`src/rtl/instruction_sequencer_if.sv`:
```
// Bus bundle between the instruction sequencer and its environment
// (instruction memory, RAM handshake, datapath controls and status flags).
interface instruction_sequencer_if #(
   parameter int PC_WIDTH = 6
);
   logic                start;
   logic [3:0]          instruction;
   logic                mem_ready;
   logic [PC_WIDTH-1:0] pc;
   logic                ir_load;
   logic                write_enable_RB;
   logic                read_ram;
   logic                write_ram;
   logic [3:0]          alu_opcode;
   logic                demultiplexor;
   logic                busy;
   logic                halted;
   logic                fault;
   logic [7:0]          retired;

   // The sequencer drives the datapath controls and consumes program/RAM inputs.
   modport master (
      input  start, instruction, mem_ready,
      output pc, ir_load, write_enable_RB, read_ram, write_ram,
             alu_opcode, demultiplexor, busy, halted, fault, retired
   );

   modport slave (
      output start, instruction, mem_ready,
      input  pc, ir_load, write_enable_RB, read_ram, write_ram,
             alu_opcode, demultiplexor, busy, halted, fault, retired
   );
endinterface

```
`src/rtl/instruction_sequencer.sv`:
```
// Multi-cycle instruction sequencer: fetch/decode/execute/memory/writeback
// control FSM with RAM wait timeout, program counter and retired counter.
module instruction_sequencer #(
   parameter int PC_WIDTH    = 6,
   parameter int MEM_TIMEOUT = 15
) (
   input  logic                      clk,
   input  logic                      rst_n,
   instruction_sequencer_if.master   bus
);

   typedef enum logic [2:0] {
      IDLE, FETCH, DECODE, EXECUTE, MEM, WRITEBACK, HALTED, FAULT
   } state_t;

   localparam int         WAIT_W  = $clog2(MEM_TIMEOUT + 1);
   localparam logic [3:0] OP_SW   = 4'b0110;
   localparam logic [3:0] OP_LW   = 4'b0111;
   localparam logic [3:0] OP_HALT = 4'b1111;

   state_t              state, state_next;
   logic [3:0]          ir;
   logic [PC_WIDTH-1:0] pc_q;
   logic [7:0]          retired_q;
   logic [WAIT_W-1:0]   wait_cnt;
   logic                retire;
   logic                pc_clear;

   logic       ir_load, write_enable_rb, read_ram, write_ram;
   logic       demultiplexor, busy, halted, fault;
   logic [3:0] alu_opcode;

   // NOTE: every variable written here gets a default first, so no path leaves
   // a value unassigned and no latch is inferred.
   always_comb begin
      state_next = state;
      retire     = 1'b0;
      pc_clear   = 1'b0;
      case (state)
         IDLE:      if (bus.start) state_next = FETCH;
         FETCH:     state_next = DECODE;
         DECODE: begin
            if (ir <= 4'd5)                     state_next = EXECUTE;
            else if (ir == OP_SW || ir == OP_LW) state_next = MEM;
            else if (ir == OP_HALT)             state_next = HALTED;
            else                                state_next = FAULT;
         end
         EXECUTE:   state_next = WRITEBACK;
         MEM: begin
            if (bus.mem_ready) begin
               if (ir == OP_SW) begin
                  state_next = FETCH;
                  retire     = 1'b1;
               end else begin
                  state_next = WRITEBACK;
               end
            end else if (wait_cnt == WAIT_W'(MEM_TIMEOUT - 1)) begin
               state_next = FAULT;
            end
         end
         WRITEBACK: begin
            state_next = FETCH;
            retire     = 1'b1;
         end
         HALTED: begin
            if (bus.start) begin
               state_next = FETCH;
               pc_clear   = 1'b1;
            end
         end
         FAULT:     state_next = FAULT;
         default:   state_next = IDLE;
      endcase
   end

   // NOTE: reset is asynchronous, so all Moore outputs drop to zero the moment
   // rst_n falls, without waiting for a clock edge.
   always_ff @(posedge clk or negedge rst_n) begin
      if (!rst_n) begin
         state     <= IDLE;
         ir        <= 4'd0;
         pc_q      <= '0;
         retired_q <= 8'd0;
         wait_cnt  <= '0;
      end else begin
         // NOTE: non-blocking assignments keep every register update ordered
         // against the same pre-edge values.
         state <= state_next;
         if (state == FETCH) ir <= bus.instruction;
         // Counter only runs while waiting in MEM; any other state holds it clear.
         if (state == MEM) wait_cnt <= wait_cnt + WAIT_W'(1);
         else              wait_cnt <= '0;
         if (pc_clear)    pc_q <= '0;
         else if (retire) pc_q <= pc_q + PC_WIDTH'(1);
         if (retire && retired_q != 8'hFF) retired_q <= retired_q + 8'd1;
      end
   end

   always_comb begin
      ir_load         = 1'b0;
      write_enable_rb = 1'b0;
      read_ram        = 1'b0;
      write_ram       = 1'b0;
      demultiplexor   = 1'b0;
      busy            = 1'b0;
      halted          = 1'b0;
      fault           = 1'b0;
      alu_opcode      = 4'b0000;
      case (state)
         FETCH: begin
            ir_load = 1'b1;
            busy    = 1'b1;
         end
         DECODE:    busy = 1'b1;
         EXECUTE:   busy = 1'b1;
         MEM: begin
            busy          = 1'b1;
            demultiplexor = 1'b1;
            write_ram     = (ir == OP_SW);
            read_ram      = (ir == OP_LW);
         end
         WRITEBACK: begin
            busy            = 1'b1;
            write_enable_rb = 1'b1;
            demultiplexor   = (ir == OP_LW);
         end
         HALTED:    halted = 1'b1;
         FAULT:     fault  = 1'b1;
         default:   busy   = 1'b0;
      endcase
      // A writeback after LW carries opcode 0111, which maps to the idle ALU code.
      if (state == EXECUTE || state == WRITEBACK) begin
         case (ir)
            4'b0000: alu_opcode = 4'b0000;
            4'b0001: alu_opcode = 4'b0001;
            4'b0010: alu_opcode = 4'b0010;
            4'b0011: alu_opcode = 4'b0110;
            4'b0100: alu_opcode = 4'b0111;
            4'b0101: alu_opcode = 4'b1100;
            default: alu_opcode = 4'b0000;
         endcase
      end
   end

   assign bus.pc              = pc_q;
   assign bus.retired         = retired_q;
   assign bus.ir_load         = ir_load;
   assign bus.write_enable_RB = write_enable_rb;
   assign bus.read_ram        = read_ram;
   assign bus.write_ram       = write_ram;
   assign bus.alu_opcode      = alu_opcode;
   assign bus.demultiplexor   = demultiplexor;
   assign bus.busy            = busy;
   assign bus.halted          = halted;
   assign bus.fault           = fault;

endmodule

```
`src/flat_wrapper.sv`:
```
// flat-port wrapper written by rule: the top's interface ports become plain ports
module instruction_sequencer_flat 
#(
   parameter int PC_WIDTH    = 6,
   parameter int MEM_TIMEOUT = 15
)
  (clk, rst_n, bus_start, bus_instruction, bus_mem_ready, bus_pc, bus_ir_load, bus_write_enable_RB, bus_read_ram, bus_write_ram, bus_alu_opcode, bus_demultiplexor, bus_busy, bus_halted, bus_fault, bus_retired);
  instruction_sequencer_if #(.PC_WIDTH(PC_WIDTH)) bus_i ();
  input  logic clk;
  input  logic rst_n;
  input wire logic [$bits(bus_i.start)-1:0] bus_start;
  input wire logic [$bits(bus_i.instruction)-1:0] bus_instruction;
  input wire logic [$bits(bus_i.mem_ready)-1:0] bus_mem_ready;
  output wire logic [$bits(bus_i.pc)-1:0] bus_pc;
  output wire logic [$bits(bus_i.ir_load)-1:0] bus_ir_load;
  output wire logic [$bits(bus_i.write_enable_RB)-1:0] bus_write_enable_RB;
  output wire logic [$bits(bus_i.read_ram)-1:0] bus_read_ram;
  output wire logic [$bits(bus_i.write_ram)-1:0] bus_write_ram;
  output wire logic [$bits(bus_i.alu_opcode)-1:0] bus_alu_opcode;
  output wire logic [$bits(bus_i.demultiplexor)-1:0] bus_demultiplexor;
  output wire logic [$bits(bus_i.busy)-1:0] bus_busy;
  output wire logic [$bits(bus_i.halted)-1:0] bus_halted;
  output wire logic [$bits(bus_i.fault)-1:0] bus_fault;
  output wire logic [$bits(bus_i.retired)-1:0] bus_retired;
  assign bus_i.start = bus_start;
  assign bus_i.instruction = bus_instruction;
  assign bus_i.mem_ready = bus_mem_ready;
  assign bus_pc = bus_i.pc;
  assign bus_ir_load = bus_i.ir_load;
  assign bus_write_enable_RB = bus_i.write_enable_RB;
  assign bus_read_ram = bus_i.read_ram;
  assign bus_write_ram = bus_i.write_ram;
  assign bus_alu_opcode = bus_i.alu_opcode;
  assign bus_demultiplexor = bus_i.demultiplexor;
  assign bus_busy = bus_i.busy;
  assign bus_halted = bus_i.halted;
  assign bus_fault = bus_i.fault;
  assign bus_retired = bus_i.retired;
  instruction_sequencer #(.PC_WIDTH(PC_WIDTH), .MEM_TIMEOUT(MEM_TIMEOUT)) u_core (.clk(clk), .rst_n(rst_n), .bus(bus_i));
endmodule
```
`config.mk`:
```
export PLATFORM = sky130hd
export DESIGN_NAME = instruction_sequencer_flat
export DESIGN_NICKNAME = d
export VERILOG_FILES = /design/src/rtl/instruction_sequencer_if.sv /design/src/rtl/instruction_sequencer.sv /design/src/flat_wrapper.sv
export SDC_FILE = /design/constraint.sdc
export NUM_CORES = 1
export LEC_CHECK = 0
export ABC_AREA = 1
export BUFFER_PORTS_ARGS = -buffer_cell sky130_fd_sc_hd__buf_4
export CAP_MARGIN = 20
export CORE_UTILIZATION = 50
export DETAILED_ROUTE_END_ITERATION = 12
export GPL_ROUTABILITY_DRIVEN = 0
export PLACE_DENSITY = 0.74
export SYNTH_ARGS = -nofsm -noshare
export SYNTH_HDL_FRONTEND = slang
export SYNTH_SLANG_ARGS = --single-unit
export TNS_END_PERCENT = 5
```
`constraint.sdc`:
```
create_clock -name clk -period 1.8 [get_ports clk]
set_input_delay 0.27 -clock clk [delete_from_list [all_inputs] [get_ports clk]]
set_output_delay 0.27 -clock clk [all_outputs]
set_load 0.02 [all_outputs]
```
==> results.py <==
metrics = {
    "run_status": {
        "status": "finished, violations left",
        "failed_checks": "DRC",
    },
    "cells_and_area": {
        "drive_above_1_share_pct": 21.2,
        "stdcell_area_mm2": 0.00188,
        "layout.nets": 258,
        "final_common_cell": "nand2_1",
        "multi_input_area_um2": 808,
        "area_growth_syn_to_layout_pct": 20.8,
        "layout_common_cells": "nand2_1, buf_4, nand3_1",
        "n_antenna_cell": 0,
        "final.fill_count": 269,
        "final-seq-area_um2": 629,
    },
    "setup_path": {
        "rr_worst_depth": 6,
        "worst_setup_path_end_kind": "output pin",
        "cp.arrival_ns": 1.45,
        "cp_max_fo": 9,
        "path_class": "register to output pin",
        "rr_startpoint": "u_core.state[1]$_DFFE_PN0P_",
        "reg2reg_slack_ns": 0.36,
        "crit_required_ns": 1.53,
        "r2r_end": "u_core.bus.retired[7]$_DFFE_PN0P_",
        "worstSetupStartpointType": "register",
    },
    "clock_network": {
        "cts_buffers": 3,
        "cts.reportedPaths.clkPinSlew_ns": 0.14,
        "cts_root_buffer": "clkbuf_4",
        "tritoncts": "done",
        "clk-insertion-delay-late_ns": 0.31,
        "htreeDepth": 1,
        "clockBufferDepth": 2,
        "cts_setup_buffers": 0,
        "cts.sinks": 25,
    },
    "timing": {
        "worst_pin_slew_ns": 0.341,
        "slew_headroom_pct": 77.2,
        "setup_tns_ns": 0,
        "rsz0062_at_grt": "true",
        "fin_skew_ns": 0.00102,
        "report.final.slew_viol_count": 0,
        "finalCritPeriodShare_pct": 95.7,
        "setup_viol": 0,
        "clock.fmax_mhz": 581,
        "min_period_ns": 1.72,
        "hold_viol": 0,
        "setup_ws_ns": 0.0777,
    },
    "die": {
        "row_count": 19,
        "design.die.area_mm2": 0.00334,
        "die_w_um": 57.8,
        "die_y_um": 57.8,
        "fp.coreArea_mm2": 0.00285,
        "start_util_pct": 54.6,
        "pin_count": 34,
    },
    "pwr": {
        "max-vdd-ir-drop_mv": 0.428,
        "p_leak_nw": 1.04,
        "cellPowerDensity_mw_per_mm2": 448,
        "power_mw": 0.842,
    },
    "global_route": {
        "use_met2_pct": 29.9,
        "antenna_found_initial": 0,
        "grt.busiest_layer": "met1",
        "use_met1_pct": 30.7,
        "grt_pass1_vias": 1190,
        "grt_util_met3_pct": 2.68,
        "grt_pass1_wl_mm": 5.22,
        "grt_max_degree": 26,
        "grtUsageTotal_pct": 20.1,
        "overflow": 0,
    },
    "worst_hold_path": {
        "hold_start": "bus_instruction[1]",
        "holdPathStages": 3,
        "hp-class": "primary input to register",
        "whs_endpoint": "u_core.ir[1]$_DFFE_PN0P_",
    },
    "detailed_routing": {
        "wl_per_cell_um": 11.4,
        "dr.pass1.iters": 8,
        "vias_per_cell": 5.26,
        "postRouteAntennaNets": 0,
        "vias": 1451,
        "wl_mm": 3.15,
        "route.detailed.drc": 1,
        "drt_iter0_markers": 73,
    },
    "synth": {
        "synth_area_mm2": 0.00156,
        "yosysWarnings": 0,
        "ys_types": 25,
        "ys_seq_area_share_pct": 40.2,
        "avgSynthCellArea_um2": 7.48,
        "synth_nets": 220,
        "ys_ff_latch": 25,
        "netlist_instances": 208,
    },
    "placed_design": {
        "pre_cts_ws_ns": 0.287,
        "hpwl_mm": 2.33,
        "numPortBuffers": 33,
        "placed_cell_area_mm2": 0.00183,
    },
    "flow_run": {
        "max_cap_violations": 0,
    },
}
[critical path, cell delays in order (launching register included)]
cell	delay [ns]
dfrtp_2	0.48
inv_2	0.10
nand3_4	0.13
o21ai_2	0.13
nand4_1	0.10
inv_1	0.06
buf_4	0.13
[kinds of logic after synthesis]
family | Yosys count | share of synthesized area, %
compound gates | 17 | 6.83
simple gates | 123 | 36.8
flops | 25 | 40.2
fa+ha+maj | 4 | 3.22
xor+xnor | 8 | 4.50
buf+inv | 31 | 8.44
[flip-flops by register name, indices dropped and copies added, names as in the netlist]
| signal | count |
|---|---|
| u_core.bus.retired | 8 |
| u_core.wait_cnt | 4 |
| u_core.ir | 4 |
| u_core.state | 3 |
| u_core.bus.pc | 6 |
[per-stage QoR]
| step | utilization, % | instances | hold WS (ns) |
|---|---|---|---|
| final | 65.9 | 276 | 0.154 |
| after floorplan | - | 208 | -0.0256 |
| after detailed placement | 64.2 | 271 | 0.192 |
| after global placement | 64.2 | 271 | 0.195 |
| after CTS | 65.7 | 276 | 0.147 |
| after global routing | 65.9 | 276 | 0.145 |
[where the power goes]
part	total (mW)	switching [mW]	internal, mW
Combinational	0.0261	0.0148	0.0113
Clock	0.255	0.168	0.0866
Sequential	0.562	0	0.562
Total	0.842	0.183	0.660
[how the worst max path moves through the flow]
stage,from,to,slack [ns],depth (start not counted)
after floorplan,u_core.state[1]$_DFFE_PN0P_,u_core.bus.pc[3]$_DFFE_PN0P_,0.29,6
after global placement,u_core.state[0]$_DFFE_PN0P_,bus_alu_opcode[3],0.30,5
after detailed placement,u_core.state[0]$_DFFE_PN0P_,bus_alu_opcode[3],0.29,5
after CTS,u_core.state[1]$_DFFE_PN0P_,bus_write_ram,0.04,4
after global routing,u_core.state[1]$_DFFE_PN0P_,bus_alu_opcode[3],-0.005,6
final,u_core.state[1]$_DFFE_PN0P_,bus_alu_opcode[3],0.08,6
[cell usage after synthesis]
cell	number	area share, %
nand3_1	25	8.0
nor3_1	2	0.64
nor2_1	14	3.4
nand2_4	1	0.72
nand4_4	1	1.4
o21bai_4	1	1.2
xor2_1	4	2.3
ha_1	4	3.2
buf_4	2	0.96
nand2_1	66	16
o31ai_1	2	0.96
xnor2_1	4	2.3
o21a_1	1	0.48
nor2_2	1	0.40
clkinv_1	1	0.24
nand3_2	1	0.64
nand2_2	1	0.40
dfrtp_1	25	40
buf_6	1	0.72
nand4_1	8	3.2
nand3_4	1	1.1
o21ai_0	13	4.2
inv_1	25	6.0
nand3b_1	2	0.96
inv_2	2	0.48
[layout make-up]
cell class                      count  area share [%]
Multi-Input combinational cell    152            43.0
Timing Repair Buffer               36            14.5
Sequential cell                    25            33.5
Clock buffer                        4            1.40
Tap cell                           31            2.06
Inverter                           28            5.59
[routing by layer]
layer,vias to the layer above,wire [um]
met4,0,43
li1,748,-
met3,4,113
met1,663,1610
met5,-,0
met2,36,1380
[repair_timing]
item / in CTS / in global routing
endpoints found under the hold margin: 25 / 0
hold buffers: 1 / 0
resized for setup: 3 / 4
setup endpoints to repair: 4 / 4
No activity file was read; power rests on OpenSTA's default activity.
